**src/rtl/bdcc_tx.sv**
```systemverilog
// bdcc_tx: serial frame transmitter.
// A frame is one HO sync pulse followed by 16 data pulses, MSB first. Each
// data pulse is on IM1 for a '1' bit or on IM0 for a '0' bit, and every pulse
// is followed by a low gap. All outputs come straight from flops.
module bdcc_tx #(
  parameter int HO_LEN    = 8,  // sync pulse length, 7..255
  parameter int PULSE_LEN = 2,  // data pulse length, 1..255
  parameter int GAP_LEN   = 2   // low gap length, 1..255
) (
  input  logic        clk,
  input  logic        RST,
  input  logic [15:0] iData,
  input  logic        iVal,
  output logic        oBusy,
  output logic        oDone,
  output logic        HO,
  output logic        IM1,
  output logic        IM0
);

  localparam logic [2:0] IDLE = 3'd0;
  localparam logic [2:0] SYNC = 3'd1;
  localparam logic [2:0] SGAP = 3'd2;
  localparam logic [2:0] BIT  = 3'd3;
  localparam logic [2:0] BGAP = 3'd4;
  localparam logic [2:0] DONE = 3'd5;

  // Terminal counts: the counter runs 0..LEN-1 inside a state, so it never
  // needs to reach 255 and can never wrap.
  localparam logic [7:0] HO_TC    = 8'(HO_LEN - 1);
  localparam logic [7:0] PULSE_TC = 8'(PULSE_LEN - 1);
  localparam logic [7:0] GAP_TC   = 8'(GAP_LEN - 1);

  logic [2:0]  state_reg, state_next;
  logic [7:0]  cnt_reg, cnt_next;
  logic [3:0]  idx_reg, idx_next;
  logic [15:0] data_reg, data_next;

  logic ho_reg, ho_next;
  logic im1_reg, im1_next;
  logic im0_reg, im0_next;
  logic busy_reg, busy_next;
  logic done_reg, done_next;

  // Next-state, counter, bit index and word latch
  always_comb begin
    state_next = state_reg;
    cnt_next   = cnt_reg;
    idx_next   = idx_reg;
    data_next  = data_reg;
    case (state_reg)
      IDLE: begin
        // iVal is only looked at here, so the latched word is stable mid-frame
        if (iVal) begin
          data_next  = iData;
          idx_next   = 4'd15;
          cnt_next   = 8'd0;
          state_next = SYNC;
        end
      end
      SYNC: begin
        if (cnt_reg == HO_TC) begin
          cnt_next   = 8'd0;
          state_next = SGAP;
        end else begin
          cnt_next = cnt_reg + 8'd1;
        end
      end
      SGAP: begin
        if (cnt_reg == GAP_TC) begin
          cnt_next   = 8'd0;
          state_next = BIT;
        end else begin
          cnt_next = cnt_reg + 8'd1;
        end
      end
      BIT: begin
        if (cnt_reg == PULSE_TC) begin
          cnt_next   = 8'd0;
          state_next = BGAP;
        end else begin
          cnt_next = cnt_reg + 8'd1;
        end
      end
      BGAP: begin
        if (cnt_reg == GAP_TC) begin
          cnt_next = 8'd0;
          if (idx_reg == 4'd0) begin
            state_next = DONE;
          end else begin
            idx_next   = idx_reg - 4'd1;
            state_next = BIT;
          end
        end else begin
          cnt_next = cnt_reg + 8'd1;
        end
      end
      DONE: begin
        state_next = IDLE;
      end
      default: begin
        state_next = IDLE;
        cnt_next   = 8'd0;
      end
    endcase
  end

  // Output decode from the upcoming state, so the output flops change on the
  // same edge as the state register and no input reaches an output directly
  always_comb begin
    ho_next   = (state_next == SYNC);
    im1_next  = (state_next == BIT) &&  data_next[idx_next];
    im0_next  = (state_next == BIT) && !data_next[idx_next];
    busy_next = (state_next == SYNC) || (state_next == SGAP) ||
                (state_next == BIT)  || (state_next == BGAP);
    done_next = (state_next == DONE);
  end

  // State and output registers with synchronous reset (also aborts a frame)
  always_ff @(posedge clk) begin
    if (RST) begin
      state_reg <= IDLE;
      cnt_reg   <= 8'd0;
      idx_reg   <= 4'd0;
      data_reg  <= 16'd0;
      ho_reg    <= 1'b0;
      im1_reg   <= 1'b0;
      im0_reg   <= 1'b0;
      busy_reg  <= 1'b0;
      done_reg  <= 1'b0;
    end else begin
      state_reg <= state_next;
      cnt_reg   <= cnt_next;
      idx_reg   <= idx_next;
      data_reg  <= data_next;
      ho_reg    <= ho_next;
      im1_reg   <= im1_next;
      im0_reg   <= im0_next;
      busy_reg  <= busy_next;
      done_reg  <= done_next;
    end
  end

  assign HO    = ho_reg;
  assign IM1   = im1_reg;
  assign IM0   = im0_reg;
  assign oBusy = busy_reg;
  assign oDone = done_reg;

endmodule

```
**config.mk**
```make
export PLATFORM = sky130hd
export DESIGN_NAME = bdcc_tx
export DESIGN_NICKNAME = d
export VERILOG_FILES = /design/src/rtl/bdcc_tx.sv
export SDC_FILE = /design/constraint.sdc
export NUM_CORES = 1
export LEC_CHECK = 0
export CAP_MARGIN = 10
export CORE_ASPECT_RATIO = 1.75
export CORE_MARGIN = 5
export CORE_UTILIZATION = 50
export DETAILED_ROUTE_END_ITERATION = 12
export GPL_TIMING_DRIVEN = 0
export PLACE_DENSITY = 0.76
export SLEW_MARGIN = 15
export SYNTH_ARGS = -nofsm -noshare
export SYNTH_HDL_FRONTEND = slang
export SYNTH_SLANG_ARGS = --single-unit
```
**constraint.sdc**
```tcl
create_clock -name clk -period 2.71 [get_ports clk]
set_input_delay 0.542 -clock clk [delete_from_list [all_inputs] [get_ports clk]]
set_output_delay 0.542 -clock clk [all_outputs]
set_load 0.005 [all_outputs]
```
==> results.toml <==
[outcome]
status = "finished with violations"
violations = "setup timing"

[clock_tree]
cts.sinks = 36
clk_path_buf_depth = 2
cts_tree = "built"
clk_pin_slew_worst_paths_ns = 0.07
cts_inserted_buffers = 5
root_buffer = "clkbuf_8"
insertion_delay_ns = 0.29
cts-hold-fix-buffers = 0
cts.htree.levels = 2

[min_path]
hp-class = "flip-flop to flip-flop"

[setup_path]
crit_required_ns = 2.95
path_cells = "inv_2 -> ha_4 -> or4b_4 -> or3_4 -> o21ai_4 -> a21oi_1 -> nor4_1 -> nor3_1 -> a31oi_2 -> and3b_1"
cp_num_buf_inv = 1
cp.arrival_ns = 2.97
cpPeakStageDelay_ns = 0.50
critPathMaxFanout = 7
startpoint_type = "flip-flop"
crit_type = "flip-flop to flip-flop"
cpMaxStageDelayCell = "or4b_4"
path_delay_family = "simple AND/OR/NAND/NOR gates"
end_kind = "flip-flop"

[global_routing]
grt_max_degree = 11
grtUsageTotal = 0.1863
grt_first_pass_wirelength_mm = 7.824
grt_pass1_vias = 1870
antenna_found_initial = 0
grt-ovfl-total = 0

[logic_synthesis]
ys_warn_count = 0
synthArstFlopShare = 0
synthTopCellsByCount = "41 x nand2_1, 36 x dfxtp_1, 31 x a21oi_1, 31 x nor2_1, 14 x clkbuf_1"
ys_dominant_reg_cell = "dfxtp_1"
yosysTopAreaCell = "dfxtp_1"
yosys-top-cells-area = "dfxtp_1 37%, a21oi_1 7.9%, nand2_1 7.8%"
synth_nets = 282
synth_top_cell_area_share = 0.3659
ys_seq_elements = 36
syn_area_um2 = 1969
yosysSeqAreaShare = 0.3659
synth_edf_count = 0
netlist_instances = 260
avgSynthCellArea_um2 = 7.575
synth_cell_types = 52
yosysMostFrequentCell = "nand2_1"

[drt]
drtIter0Drc = 69
wl_met2_mm = 2.834
wl_per_cell_um = 14.77
wl_met1_mm = 1.793
vias = 2031
finalWirelength_mm = 5.066
ant_nets = 0
highest_layer = "met4"
drt-pass1-iter-count = 5
routed_via_density = 5.921
route.met3.wl_um = 222
remaining_drc_errors = 0

[power_and_ir_drop]
ir_drop_mv = 0.4364
cellPowerDensity_nw_per_um2 = 474.9
p_leak_uw = 0.0008868
fin_total_pwr_uw = 1204

[die]
die_y_um = 93.02
fp.coreArea_um2 = 3866
die_w_um = 57.44
row_count = 30
initial_core_util = 0.5094
io_pins = 24
die_area_um2 = 5343

[timing]
tns_ns = -0.01477
worst_slew_pin_slew_ns = 0.7049
fmax_mhz = 367.0
finalCriticalPeriod_ns = 2.725
hold_viol = 0
skew_ns = 0.004282
fin_crit_sh = 1.005
fin_ws_ns = -0.01477
drv_slew = 0
setup_viol = 1
rsz0062_at_grt = "true"
relSlewSlack = 0.5275

[finish]
drive_gt1_frac = 0.1593
final_util = 0.6560
nets = 317
fillers = 330
multi_input_area_um2 = 1308
regArea_um2 = 725.7
largest_reg_flops = 16
area.growth.synth_to_final_pct = 28.78
n_antenna_cell = 0

[placed_design]
io_buffers = 22
routabilityCongestion = 0.8862
hpwl_mm = 3.633

[job]
drv_cap = 0
## per-stage QoR
stage	instances	setup slack, ns	hold WS [ns]	area (µm²)
6_report	343	-0.01477	0.4574	2536
5_1_grt	343	-0.06790	0.4762	2536
4_1_cts	339	0.002189	0.4548	2410
3_5_place_dp	330	-0.6037	0.4441	2251
3_3_place_gp	330	-0.6066	0.4427	2251
2_1_floorplan	260	0.1062	0.4319	1971
## cells in the final DEF, fill, tap and decap left out, types with 3 or more instances in the layout
cell type and n:
a21oi_1 30, a31oi_1 3, buf_4 8, clkbuf_1 13, clkbuf_8 6, clkdlybuf4s50_1 22
dfxtp_1 34, inv_1 4, nand2_1 40, nand3_1 13, nor2_1 31, nor3_1 6
nor4_1 3, o21ai_0 7, xor2_1 6
## worst min-delay path, delay by kind of cell, from the launching register on
family | cells | cell delay [ns]
flops | 1 | 0.31
simple gates | 1 | 0.05
compound gates | 1 | 0.05
## area by class of cell
class	instances	area share
inverter	5	0.007400
multi-input combinational	202	0.5155
buffer	15	0.02615
clock inverter	1	0.001973
clock buffer	6	0.02861
sequential	36	0.2861
timing repair buffer	30	0.1105
tap	48	0.02368
## kinds of logic (layout without fill, tap and decap cells)
| family | Yosys count | count (layout) | share of synthesized area |
|---|---|---|---|
| fa+ha+maj | 3 | 3 | 0.01906 |
| compound gates | 65 | 65 | 0.2084 |
| flops | 36 | 36 | 0.3659 |
| xor+xnor | 8 | 8 | 0.03558 |
| simple gates | 123 | 123 | 0.3075 |
| mux | 3 | 3 | 0.01779 |
| buf+inv | 22 | 57 | 0.04575 |
## routing by layer
metal	vias up	global-route usage
met2	64	0.3604
li1	990	-
met3	26	0.03591
met4	0	0.1219
met1	951	0.1645
met5	-	0
## path summary, 6_finish.rpt
path                                    from           end  slack [ns]  depth (start not counted)
worst max register to register    cnt_reg[1]           IM1       -0.01                         10
worst max-delay path              cnt_reg[1]           IM1       -0.01                         10
worst min register to register  data_reg[11]  data_reg[11]        0.46                          2
worst min-delay path            data_reg[11]  data_reg[11]        0.46                          2
## what timing repair did
action                                  in CTS  in global routing
pin swaps                                    4                  9
endpoints found under the setup margin      11                  9
buffers inserted                             3                  5
gates resized for setup                     15                 16
## power breakdown
part	switching [µW]	internal [µW]	total, µW	leakage [µW]
registers	16.7	555	571	0.000296
logic	148	127	276	0.000550
clock network	183	175	357	0.0000410
Power figures use the tool's default switching activity.
